--- src/rtl/iq_pkg.sv ---
// Shared definitions for the I/Q pair packer: channel tags, FSM states, pair word layout.
// Latency: none (declarations only).
// Backpressure: not applicable.
package iq_pkg;

  // Channel tag carried on s_tid.
  localparam logic CH_I = 1'b0;
  localparam logic CH_Q = 1'b1;

  // Pairing FSM: waiting for the I half, or holding an I and waiting for its Q.
  typedef enum logic {
    WAIT_I = 1'b0,
    WAIT_Q = 1'b1
  } state_t;

  // Pair word layout: I in the low half, Q in the high half, tlast above both
  // when the word travels through the output buffer.
  localparam int I_OFS = 0;

  function automatic int q_ofs(input int dw);
    return dw;
  endfunction

  function automatic int last_ofs(input int dw);
    return 2 * dw;
  endfunction

  localparam logic [15:0] ERR_MAX = 16'hFFFF;

endpackage

--- src/rtl/iq_skid_fifo.sv ---
// Two-entry register FIFO, in order; head word is visible on data_out while valid.
// Latency: a push is visible on data_out the cycle after it is written into an empty FIFO.
// Backpressure: full flags occupancy 2; a push and a pop in the same cycle are both honoured.
// Ports: clk/rst (async active-high), push/data_in write side, pop/data_out read side,
//        full/empty occupancy flags, valid = head word present.
module iq_skid_fifo #(
  parameter int W = 33
) (
  input  logic         clk,
  input  logic         rst,
  input  logic         push,
  input  logic [W-1:0] data_in,
  input  logic         pop,
  output logic [W-1:0] data_out,
  output logic         full,
  output logic         empty,
  output logic         valid
);

  logic [W-1:0] mem [2];
  logic         wr_ptr;
  logic         rd_ptr;
  logic [1:0]   count;
  logic         do_push;
  logic         do_pop;

  assign full     = (count == 2'd2);
  assign empty    = (count == 2'd0);
  assign valid    = !empty;
  assign do_pop   = pop && !empty;
  // When full, the slot under wr_ptr is the head being popped this cycle, so
  // overwriting it is safe.
  assign do_push  = push && (!full || do_pop);
  assign data_out = mem[rd_ptr];

  always_ff @(posedge clk or posedge rst) begin
    if (rst) begin
      mem[0] <= '0;
      mem[1] <= '0;
      wr_ptr <= 1'b0;
      rd_ptr <= 1'b0;
      count  <= 2'd0;
    end else begin
      if (do_push) begin
        mem[wr_ptr] <= data_in;
        wr_ptr      <= !wr_ptr;
      end
      if (do_pop) begin
        rd_ptr <= !rd_ptr;
      end
      case ({do_push, do_pop})
        2'b10:   count <= count + 2'd1;
        2'b01:   count <= count - 2'd1;
        default: count <= count;
      endcase
    end
  end

endmodule

--- src/rtl/iq_pair_packer.sv ---
// Re-pairs an interleaved tid-tagged I/Q sample stream into framed {Q, I} words, counting misalignment.
// Latency: a Q beat accepted in cycle N appears on m_tdata in cycle N+1 when the output buffer is empty.
// Backpressure: s_tready = ce && buffer not full (registered state only); buffer keeps draining when ce=0.
// Ports: aclk/areset (async active-high); ce input-side enable; s_t* sample input (tid 0=I, 1=Q);
//        m_t* framed pair output, tlast every FRAME_LEN pairs; err_clr clears err_count/sync_lost.
module iq_pair_packer
  import iq_pkg::*;
#(
  parameter int DW        = 16,
  parameter int FRAME_LEN = 1024,
  parameter int FW        = 16
) (
  input  logic          aclk,
  input  logic          areset,
  input  logic          ce,
  input  logic [DW-1:0] s_tdata,
  input  logic          s_tid,
  input  logic          s_tvalid,
  output logic          s_tready,
  output logic [2*DW-1:0] m_tdata,
  output logic          m_tlast,
  output logic          m_tvalid,
  input  logic          m_tready,
  input  logic          err_clr,
  output logic [15:0]   err_count,
  output logic          sync_lost
);

  localparam int PW     = 2 * DW;
  localparam int EW     = PW + 1;
  localparam int Q_LSB  = q_ofs(DW);
  localparam int L_BIT  = last_ofs(DW);

  state_t        state;
  state_t        state_nxt;
  logic [DW-1:0] i_hold;
  logic [FW-1:0] frame_idx;
  logic          run;
  logic          accept;
  logic          push_pair;
  logic          load_i;
  logic          mis_evt;
  logic          frame_end;
  logic          buf_full;
  logic          buf_empty;
  logic          buf_valid;
  logic [EW-1:0] buf_in;
  logic [EW-1:0] buf_out;

  // run holds s_tready low while in reset and rises on the first clock after release.
  always_ff @(posedge aclk or posedge areset) begin
    if (areset) run <= 1'b0;
    else        run <= 1'b1;
  end

  assign s_tready = run && ce && !buf_full;
  assign accept   = s_tvalid && s_tready;

  // State register: only an accepted beat moves the FSM, so ce=0 freezes it.
  always_ff @(posedge aclk or posedge areset) begin
    if (areset)      state <= WAIT_I;
    else if (accept) state <= state_nxt;
  end

  // Next-state logic.
  always_comb begin
    state_nxt = state;
    case (state)
      WAIT_I:  if (s_tid == CH_I) state_nxt = WAIT_Q;
      WAIT_Q:  if (s_tid == CH_Q) state_nxt = WAIT_I;
      default: state_nxt = WAIT_I;
    endcase
  end

  // Output decode: orphan Q is dropped, a second I replaces the held one.
  always_comb begin
    push_pair = 1'b0;
    load_i    = 1'b0;
    mis_evt   = 1'b0;
    if (accept) begin
      case (state)
        WAIT_I: begin
          if (s_tid == CH_I) load_i  = 1'b1;
          else               mis_evt = 1'b1;
        end
        WAIT_Q: begin
          if (s_tid == CH_Q) begin
            push_pair = 1'b1;
          end else begin
            load_i  = 1'b1;
            mis_evt = 1'b1;
          end
        end
        default: ;
      endcase
    end
  end

  assign frame_end = (frame_idx == FW'(FRAME_LEN - 1));

  always_ff @(posedge aclk or posedge areset) begin
    if (areset) begin
      i_hold    <= '0;
      frame_idx <= '0;
    end else begin
      if (load_i) i_hold <= s_tdata;
      if (push_pair) frame_idx <= frame_end ? '0 : frame_idx + FW'(1);
    end
  end

  // Clear dominates a same-cycle event.
  always_ff @(posedge aclk or posedge areset) begin
    if (areset) begin
      err_count <= '0;
      sync_lost <= 1'b0;
    end else if (err_clr) begin
      err_count <= '0;
      sync_lost <= 1'b0;
    end else if (mis_evt) begin
      sync_lost <= 1'b1;
      if (err_count != ERR_MAX) err_count <= err_count + 16'd1;
    end
  end

  always_comb begin
    buf_in                = '0;
    buf_in[L_BIT]         = frame_end;
    buf_in[Q_LSB +: DW]   = s_tdata;
    buf_in[I_OFS +: DW]   = i_hold;
  end

  iq_skid_fifo #(
    .W(EW)
  ) u_buf (
    .clk      (aclk),
    .rst      (areset),
    .push     (push_pair),
    .data_in  (buf_in),
    .pop      (m_tready && !buf_empty),
    .data_out (buf_out),
    .full     (buf_full),
    .empty    (buf_empty),
    .valid    (buf_valid)
  );

  assign m_tvalid = buf_valid;
  assign m_tdata  = buf_out[PW-1:0];
  assign m_tlast  = buf_out[L_BIT];

endmodule

--- config.mk ---
export PLATFORM = sky130hd
export DESIGN_NAME = iq_pair_packer
export DESIGN_NICKNAME = d
export VERILOG_FILES = /design/src/rtl/iq_pkg.sv /design/src/rtl/iq_skid_fifo.sv /design/src/rtl/iq_pair_packer.sv
export SDC_FILE = /design/constraint.sdc
export NUM_CORES = 1
export LEC_CHECK = 0
export BUFFER_PORTS_ARGS = -buffer_cell sky130_fd_sc_hd__buf_2
export CAP_MARGIN = 5
export CORE_MARGIN = 1
export CORE_UTILIZATION = 40
export DETAILED_ROUTE_END_ITERATION = 6
export GPL_TIMING_DRIVEN = 0
export HOLD_SLACK_MARGIN = 0.15
export SKIP_LAST_GASP = 1
export SLEW_MARGIN = 30
export SYNTH_ARGS = -nofsm -noshare
export SYNTH_HDL_FRONTEND = slang
export SYNTH_SLANG_ARGS = --single-unit
--- constraint.sdc ---
create_clock -name aclk -period 7.7 [get_ports aclk]
set_input_delay 1.155 -clock aclk [delete_from_list [all_inputs] [get_ports aclk]]
set_output_delay 1.155 -clock aclk [all_outputs]
set_load 0.02 [all_outputs]
Word-level counts from Yosys, hierarchy flattened
Index checks and enable logic that the tools add are counted.

Register bits after elaboration: 121. Bits of input ports: 23. Output and inout bits: 52.

Add/subtract/negate cells: 4. Magnitude comparators: 3. Eq/ne operators: 5. Mux-type cells: 20. Bitwise gates (word level): 3. Reductions and logical operators: 17.

Operators by type and width (count): $mux 33 (4); $bwmux 66 (1); $mux 16 (4); $demux 33 s1 (1); $add 16x1->16 const B (2); $eq 16x10->1 const B (1); $ne 16x16->1 const B (1); $mux 1 (8); $logic_and 1x1->1 (7); $reduce_bool 2->1 (3); $eq 2x2->1 const B (2); $ge 2x2->1 const B (2); $logic_not 1->1 (4); $not 1->2 (2); $pmux 2 s2 (1); $add 2x1->2 const B (1); $eq 2x1->1 const B (1); $logic_not 2->1 (1); $lt 2x1->1 const B (1); $pmux 1 s2 (1); $reduce_and 2->1 (1); $sub 2x1->2 const B (1); $logic_or 1x1->1 (1); $not 1->1 (1).

Logic depth before layout (Yosys ltp)
Gate-level depths: netlist (run 1).

Depth in word-level cells: 8. Depth in mapped cells: 9.

Cells and area by module
Synthesis (run 1) repeated with hierarchy kept, for this count alone.

Cell total of the unflattened synthesis: 424. Area, all modules: 5574.1 um2.

Modules (own cells, without submodules): iq_skid_fifo (instances 1, cells an instance 196, area an instance 3099.2 um2); iq_pair_packer (instances 1, cells an instance 228, area an instance 2474.9 um2).

Least setup slack after synthesis (run 1)
Ideal clock, no wire load.

Path type: input to register. Start point: in ce. End point: reg u_buf.mem[49] in the netlist's numbering. Library setup time: 125 ps. Arrival: 2648 ps. Path slack: 4927 ps. Cell stages on the path: 8. Cells stage by stage: nand2_1 > nor2_4 > and3_1 > buf_4 > inv_4 > nor2_1 > buf_2 > mux2_2.

Longest elaborated chain between the ends: 5.

RTL lines: start: declaration (line iq_pair_packer.sv:15) `input logic ce,`; $logic_and 1x1->1 (2 in a row) (line iq_pair_packer.sv:56) `assign s_tready = run && ce && !buf_full;`; via s_tready (line iq_pair_packer.sv:19) `output logic s_tready,`; $logic_and 1x1->1 (line iq_pair_packer.sv:57) `assign accept = s_tvalid && s_tready;`; $mux 1 (line iq_pair_packer.sv:80) `if (accept) begin`; $logic_and 1x1->1 (line iq_skid_fifo.sv:33) `assign do_push = push && (!full || do_pop);`; end signal: indexed assignment (line iq_skid_fifo.sv:45) `mem[wr_ptr] <= data_in;`; end: declaration (line iq_skid_fifo.sv:20) `logic [W-1:0] mem [2];`.

The timed path passes the listed nets, and every way through them passes these cells. A chain may end at the register's enable or synchronous reset.

Worst setup path in the final report (run 1)
Start point: reg u_buf.rd_ptr. End point: out m_tdata[31].

Longest elaborated chain between the ends: 4.

RTL lines: start: declaration (line iq_skid_fifo.sv:22) `logic rd_ptr;`; start signal: assignment (line iq_skid_fifo.sv:49) `rd_ptr <= !rd_ptr;`; $not 1->2 (implied by the code) (line iq_skid_fifo.sv:34) `assign data_out = mem[rd_ptr];`; $mux 33 (implied by the code) (3 in a row) (line iq_skid_fifo.sv:34); end: declaration (line iq_pair_packer.sv:20) `output logic [2*DW-1:0] m_tdata,`.

Every way passes these cells. The select of a mux whose other input is x is not followed.

==> results of run 1 <==
flip-flops by register name, indices dropped and copies added, names as in the netlist:
signal and cells:
u_buf.count 2, sync_lost 1, frame_idx 16, u_buf.rd_ptr 1
i_hold 16, state 1, err_count 16, u_buf.mem 66
run 1, u_buf.wr_ptr 1
cell families after synthesis:
| kind of cell | after synthesis | share of synthesized area [%] |
|---|---|---|
| buffers and inverters | 19 | 1.615 |
| xor gates and xnor gates | 32 | 5.242 |
| and+or+nand+nor | 108 | 10.32 |
| DFF | 121 | 56.63 |
| other | 1 | 0.07014 |
| adders and majority gates | 4 | 0.9361 |
| muxes | 116 | 24.43 |
| AOI/OAI and AO/OA | 7 | 0.7487 |
critical path, cell delays in order, from the launching register on:
cell and delay [ps]:
dfrtp_1 320, clkbuf_1 320, clkbuf_1 640, mux2_2 440, buf_2 170
where the power goes:
part | switching [uW] | internal (uW)
Clock | 264 | 544
Sequential | 91.4 | 804
Combinational | 292 | 280
placed cells by master (no fill, tap or decap), drive strengths merged, types with 5 or more instances in the layout:
| cell | count |
|---|---|
| and3 | 5 |
| buf | 83 |
| clkbuf | 33 |
| dfrtp | 121 |
| mux2 | 116 |
| nand2 | 17 |
| nand3 | 15 |
| nand4 | 8 |
| nor2 | 33 |
| nor3 | 8 |
| nor4 | 5 |
| xnor2 | 19 |
| xor2 | 13 |
routing by layer:
layer	global-route usage, %	up-vias
met5	0	-
met4	5.048	0
met3	5.572	11
met2	27.72	57
met1	21.22	1720
li1	-	1617
final timing paths:
kind                                             from                         to  slack [ps]  depth (start not counted)
min in group asynchronous                      areset   err_count[6]$_DFFE_PP0P_         770                          2
hold reg to reg             frame_idx[15]$_DFFE_PP0P_  frame_idx[15]$_DFFE_PP0P_         470                          1
setup reg to reg           u_buf.count[1]$_DFFE_PP0P_     i_hold[12]$_DFFE_PP0P_        5360                          6
hold / removal              frame_idx[15]$_DFFE_PP0P_  frame_idx[15]$_DFFE_PP0P_         470                          1
setup / recovery             u_buf.rd_ptr$_DFFE_PP0P_                m_tdata[31]        4260                          4
max in group asynchronous                      areset  u_buf.mem[50]$_DFFE_PP0P_        6290                          3
area by class of cell:
| class | count | area (um2) | share of cell area, % |
|---|---|---|---|
| sequential | 121 | 3028 | 45.99 |
| multi-input combinational | 268 | 2232 | 33.90 |
| clock buffer | 26 | 539.3 | 8.191 |
| timing repair buffer | 74 | 392.9 | 5.967 |
| tap | 172 | 215.2 | 3.269 |
| clock inverter | 6 | 82.58 | 1.254 |
| buffer | 16 | 72.57 | 1.102 |
| inverter | 3 | 21.27 | 0.3231 |
stage by stage:
step / total power [uW] / instances / area (um2) / hold WS, ps
2_1_floorplan: 1305 / 408 / 5346 / 433.3
3_3_place_gp: 1454 / 653 / 5927 / 452.0
3_5_place_dp: 1486 / 654 / 5962 / 451.6
4_1_cts: 2303 / 686 / 6584 / 466.8
5_1_grt: 2388 / 686 / 6584 / 491.1
6_report: 2275 / 686 / 6584 / 466.2
==> results.toml, run 1 <==
[routing]
dr_wl_met3_um = 398
wl_met2_um = 5454
first_iter_violations = 96
drt_pre_antenna_iters = 5
wl_per_cell_um = 15.92
drc = 0
wl_met1_um = 4946
vias_per_cell = 4.964
drtAntennaViolNets = 0
num_vias = 3405
drt_wl_total_um = 10920
top_layer_used = "met4"

[synth]
synth-seq-cells = 121
synthesis.area_um2 = 5346
synth.most_common_cell = "dfrtp_1"
postSynthAreaPerCell_um2 = 13.10
synth_top_area_share_pct = 56.63
async_flop_share_pct = 100.0
synthDistinctLibCells = 34
ys_seq_area_share_pct = 56.63
synth_top_area_cell = "dfrtp_1"
syn_nets = 435
synth_area_leaders = "dfrtp_1 57%, mux2_2 24%, xnor2_1 3.1%, nor2_1 2.2%, xor2_1 2.1%"
netlist_instances = 408
ys.flop_type = "dfrtp_1"
synth_common_cells = "121 x dfrtp_1, 116 x mux2_2, 32 x nor2_1, 19 x xnor2_1, 17 x nand2_1"
synth-edff-count = 0
yosys_warnings = 0

[clock_network]
cts.sinks = 121
post_cts_buffers = 0
cts_tree = "built"
cts-root-buf = "clkbuf_16"
cts_resized = 0
path_clk_slew_ps = 50
htreeDepth = 4
cts_made_buffers = 17
cts_buffer_depth = 2
holdBufCountCts = 0
insertion_delay_ps = 410

[grt]
grt_max_degree = 68
antenna_found_initial = 0
grt_overflow = 0
track_usage_pct = 16.92
grt_pass1_wl_um = 18040
grt_pass1_vias = 3533

[floorplan]
start_util_pct = 41.69
coreArea_um2 = 12820
io-pin-count = 75
die_h_um = 117.6
dieArea_um2 = 13830
dieWidth_um = 117.6
rows = 41

[worst_setup_path]
startpoint_type = "flop"
crit_arrival_ps = 2290
worstSetupEndpointType = "output port"
worstPathMaxFanout = 10
worst-setup-path-type = "reg -> out"
cp.required_ps = 6550

[timing]
setup_tns_ps = 0
slew_viol_final = 0
rsz0062_at_grt = "false"
slew-limit-headroom_pct = 43.02
max_freq_mhz = 290.4
hold_viol = 0
worst_pin_slew_ps = 851.5
fin_skew_ps = 9.563
fin_crit_ps = 3443
fin_crit_sh_pct = 44.72
setup_viol = 0
fin_ws_ps = 4257

[layout]
nets = 528
final_util_pct = 51.34
area_growth_pct = 23.15
num_antenna_cells = 0
drive_gt1_share_pct = 46.30
fill_cells = 1159

[placement]
port_buffers = 73
gp_congestion = 0.7813
dp_hpwl_um = 7567
post-place-ws_ps = 4468

[power_and_ir_drop]
power_density_nw_per_um2 = 345.6
vdd_drop_max_uv = 161.6
p_leak_uw = 0.003239

[outcome]
status = "finished, final reports clean"

[min_path]
worstHoldPathType = "reg -> reg"

[run]
max_cap_viol_count = 0
Power figures use the tool's default switching activity.
==> run 2, diff against run 1 <==
==> constraint.sdc (replaced) <==
create_clock -name aclk -period 3.4 [get_ports aclk]
set_input_delay 0.51 -clock aclk [delete_from_list [all_inputs] [get_ports aclk]]
set_output_delay 0.51 -clock aclk [all_outputs]
set_load 0.02 [all_outputs]
==> run 2 against run 1 <==
Sequential cell count unchanged. Worst hold slack worse by 110 ps. Critical path depth unchanged. Clock power increased by 130%. Global-route usage is 0.43 points lower. Design area rose by 0.97%. Via count is essentially flat. Critical endpoint is now m_tdata[15]. Highest routed layer unchanged.
==> results.toml, run 2 (synthesis results as in run 1) <==
[timing]
slew_viol_final = 0
rsz0062_at_grt = "false"
fin_skew_ps = 7.763
max_freq_mhz = 365.4
worst_pin_slew_ps = 860.6
fin_crit_sh_pct = 80.50
whs_ps = 357.2
setup_viol = 0
setup_tns_ps = 0
fin_crit_ps = 2737
hold_viol = 0
slew-limit-headroom_pct = 42.10

[run]
max_cap_viol_count = 0

[floorplan]
rows = 41
die_h_um = 117.6
start_util_pct = 41.69
dieArea_um2 = 13830
io-pin-count = 75
coreArea_um2 = 12820
dieWidth_um = 117.6

[worst_setup_path]
worst-setup-path-type = "reg -> out"
critPathSlowestCell = "clkbuf_1"
cpMostUsedCell = "clkbuf_1"
cp.required_ps = 2890
startpoint_type = "flop"
critical_path_buf_inv_count = 3
cp_top_family = "buffers and inverters"
crit_arrival_ps = 2230
worstSetupEndpointType = "output port"
worstPathMaxFanout = 10
slowest_delay_ps = 620
rrSetupSlack_ps = 1050
path_cells = "clkbuf_1 -> clkbuf_1 -> mux2_2 -> buf_2"

[routing]
vias_per_cell = 4.930
num_vias = 3402
drc = 0
drtAntennaViolNets = 0
drt_wl_total_um = 10510
wl_per_cell_um = 15.23
first_iter_violations = 116
drt_pre_antenna_iters = 4

[clock_network]
cts.sinks = 121
insertion_delay_ps = 400
cts-root-buf = "clkbuf_16"
htreeDepth = 4
cts_resized = 0
path_clk_slew_ps = 50
cts_made_buffers = 17
cts_tree = "built"
cts_buffer_depth = 2
post_cts_buffers = 0

[placement]
placedCellCount = 657
port_buffers = 73
dp_hpwl_um = 7439
gp_congestion = 0.7951

[layout]
nets = 532
largest-register = "u_buf.mem"
final_common_cell = "dfrtp_1"
drive_gt1_share_pct = 45.95
final_util_pct = 51.83
area_growth_pct = 24.34
stdcell_count = 690
num_antenna_cells = 0
final_cell_mix = "121 x dfrtp_1, 116 x mux2_2, 80 x buf_2"
largest_register_ffs = 66

[grt]
track_usage_pct = 16.50
grt_overflow = 0
grt_pass1_vias = 3466
grt_pass1_wl_um = 17550
antenna_found_initial = 0
grt_max_degree = 31

[power_and_ir_drop]
vdd_drop_max_uv = 334.2
p_leak_uw = 0.003254
power_density_nw_per_um2 = 775.8

[outcome]
status = "finished, final reports clean"

[min_path]
worstHoldPathType = "in -> reg"
-- run 2: cell count changes in the layout (fill, tap and decap cells not counted), sizes merged --
cell,delta
buf,+3
inv,-1
clkinvlp,+2
clkinv,-2
bufinv,+1
dlygate4sd3,+1
-- run 2: stage by stage --
stage	cell area, um2	setup slack (ps)	total power (uW)
4_1_cts	6648	578.6	5233
3_3_place_gp	5931	663.2	3291
2_1_floorplan	5350	1272	2955
6_report	6648	663.0	5157
5_1_grt	6648	541.5	5415
3_5_place_dp	6018	825.0	3359
-- run 2: path summary, 6_finish.rpt --
check / startpoint / to / depth (start not counted)
setup / recovery: u_buf.rd_ptr$_DFFE_PP0P_ / m_tdata[15] / 4
setup reg to reg: u_buf.count[1]$_DFFE_PP0P_ / i_hold[11]$_DFFE_PP0P_ / 6
max in group asynchronous: areset / u_buf.mem[27]$_DFFE_PP0P_ / 6
hold reg to reg: frame_idx[15]$_DFFE_PP0P_ / frame_idx[15]$_DFFE_PP0P_ / 1
hold / removal: s_tdata[9] / i_hold[9]$_DFFE_PP0P_ / 2
min in group asynchronous: areset / u_buf.mem[37]$_DFFE_PP0P_ / 3
-- run 2: timing repair --
item / 4_1_cts / 5_1_grt
hold buffers: 1 / 0
hold endpoints to repair: 16 / 0
endpoints found under the setup margin: 0 / 0
-- run 2: routing by layer --
metal	GRT usage [%]	vias to the layer above	share of wire (%)	wire length, um
met4	6.971	0	0.70	74
li1	-	1628	-	-
met2	26.47	65	49	5119
met3	4.021	8	3.1	330
met5	0	-	0	0
met1	21.27	1701	47	4983
-- run 2: where the power goes --
| part | total (uW) | leakage (uW) | switching [uW] | internal [uW] |
|---|---|---|---|---|
| Combinational | 1290 | 0.00135 | 648 | 642 |
| Sequential | 2030 | 0.00160 | 206 | 1820 |
| Clock | 1840 | 0.000297 | 592 | 1250 |
| Total | 5160 | 0.00325 | 1450 | 3710 |
-- run 2: layout make-up --
| cell class | instances | area, um2 |
|---|---|---|
| buffer | 16 | 72.57 |
| multi-input combinational | 268 | 2232 |
| inverter | 3 | 17.52 |
| clock inverter | 6 | 110.1 |
| timing repair buffer | 78 | 462.9 |
| clock buffer | 26 | 509.2 |
| tap | 172 | 215.2 |
| sequential | 121 | 3028 |
| fill | 1153 | 6177 |
==> run 3, diff against run 2 <==
==> constraint.sdc (replaced) <==
create_clock -name aclk -period 2.74 [get_ports aclk]
set_input_delay 0.411 -clock aclk [delete_from_list [all_inputs] [get_ports aclk]]
set_output_delay 0.411 -clock aclk [all_outputs]
set_load 0.02 [all_outputs]
==> run 3 against run 2 <==
Die area did not move. Global-route usage unchanged. Total power is 24% higher. First-iteration DRC count is 2.6% higher. Sequential power up 24%. Register-to-register slack got worse by 660 ps. Largest power group unchanged.
==> results.toml, run 3 (synthesis results as in run 1) <==
[routing]
drt_pre_antenna_iters = 4
wl_per_cell_um = 15.25
drc = 0
drtAntennaViolNets = 0
first_iter_violations = 119
num_vias = 3403
vias_per_cell = 4.932
drt_wl_total_um = 10520

[worst_setup_path]
slowest_delay_ps = 580
critical_path_buf_inv_count = 3
rrSetupSlack_ps = 390
cp_top_family = "buffers and inverters"
critPathSlowestCell = "clkbuf_1"
path_cells = "clkbuf_1 -> clkbuf_1 -> mux2_2 -> buf_2"
worstPathMaxFanout = 10
worst-path-stages = 4
ff2ff_path_depth = 6
r2r-start = "u_buf.count[1]$_DFFE_PP0P_"
worst-setup-path-type = "reg -> out"
worstSetupEndpointType = "output port"
cp.required_ps = 2330
r2r-end = "i_hold[11]$_DFFE_PP0P_"
cpMostUsedCell = "clkbuf_1"
startpoint_type = "flop"
crit_arrival_ps = 2180

[grt]
grt_pass1_vias = 3466
grt_overflow = 0
track_usage_pct = 16.50
grt_max_degree = 31
grt_pass1_wl_um = 17550
antenna_found_initial = 0

[placement]
dp_hpwl_um = 7439
port_buffers = 73
gp_congestion = 0.7951
post-place-ws_ps = 264.0
dpl_cell_area_um2 = 6018

[timing]
fin_crit_ps = 2595
hold_viol = 0
setup_tns_ps = 0
slew_viol_final = 0
rsz0062_at_grt = "false"
setup_viol = 0
fin_crit_sh_pct = 94.70
max_freq_mhz = 385.4
slew-limit-headroom_pct = 42.10
worst_pin_slew_ps = 860.6
fin_skew_ps = 7.771
fin_ws_ps = 145.1

[layout]
regArea_um2 = 3028
nets = 532
final_cell_mix = "121 x dfrtp_1, 116 x mux2_2, 80 x buf_2"
fill_cells = 1151
largest-register = "u_buf.mem"
area_growth_pct = 24.39
final_common_cell = "dfrtp_1"
drive_gt1_share_pct = 46.33
largest_register_ffs = 66
multiInputGateArea_um2 = 2232
post-route-cell-area_um2 = 6650
final_util_pct = 51.85
num_antenna_cells = 0

[power_and_ir_drop]
vdd_drop_max_uv = 414.9
p_leak_uw = 0.003260
power_density_nw_per_um2 = 962.5

[clock_network]
cts_tree = "built"
htreeDepth = 4
cts-root-buf = "clkbuf_16"
path_clk_slew_ps = 50
cts.sinks = 121
cts_made_buffers = 17
insertion_delay_ps = 400
cts_buffer_depth = 2

[floorplan]
die_h_um = 117.6
dieWidth_um = 117.6
start_util_pct = 41.69
dieArea_um2 = 13830
rows = 41
coreArea_um2 = 12820
io-pin-count = 75

[min_path]
hold_depth = 2
holdPathEnd = "i_hold[9]$_DFFE_PP0P_"
worstHoldPathType = "in -> reg"
min-delay-start = "s_tdata[9]"

[run]
max_cap_viol_count = 0

[outcome]
status = "finished, final reports clean"
[run 3: final cells by class]
type                            count  share of cell area (%)
Buffer                             16                   1.129
Clock buffer                       26                   7.658
Clock inverter                      6                   1.656
Inverter                            3                  0.2634
Multi-Input combinational cell    268                   33.57
Sequential cell                   121                   45.53
Tap cell                          172                   3.236
Timing Repair Buffer               78                   6.961
[run 3: repair_timing]
action,4_1_cts,5_1_grt
hold buffers,1,0
resized for setup,0,4
buffers inserted,0,0
hold endpoints to repair,16,0
endpoints found under the setup margin,0,5
[run 3: worst reg2reg max path, delay by kind of cell, from the launching register on]
kind	cells	cell delay (ps)
simple gates	4	1040
buf+inv	1	430
flops	1	400
mux	1	380
[run 3: worst max-delay path by stage]
stage / startpoint / to / slack [ps]
after floorplan: u_buf.count[1]$_DFFE_PP0P_ / u_buf.mem[49]$_DFFE_PP0P_ / 710
after global placement: areset / u_buf.mem[24]$_DFFE_PP0P_ / 100
after detailed placement: ce / i_hold[11]$_DFFE_PP0P_ / 260
after CTS: u_buf.rd_ptr$_DFFE_PP0P_ / m_tdata[31] / 20
after global routing: u_buf.rd_ptr$_DFFE_PP0P_ / m_tdata[12] / 30
final: u_buf.rd_ptr$_DFFE_PP0P_ / m_tdata[11] / 150
[run 3: layer usage]
metal / vias up / global-route usage, % / share of wire (%)
li1: 1625 / - / -
met1: 1705 / 21.27 / 47
met2: 65 / 26.47 / 49
met5: - / 0 / 0
met3: 8 / 4.021 / 3.2
met4: 0 / 6.971 / 0.70
[run 3: power by group]
part	switching [uW]	leakage, uW	internal [uW]
clock network	734	0.000297	1550
logic	804	0.00136	799
registers	256	0.00160	2260
[run 3: through the flow]
stage / power, uW / instances / hold WS, ps
6_report: 6401 / 690 / 257.8
5_1_grt: 6721 / 690 / 258.0
4_1_cts: 6494 / 690 / 235.5
3_5_place_dp: 4169 / 657 / 443.6
3_3_place_gp: 4084 / 653 / 452.5
2_1_floorplan: 3667 / 408 / 433.3
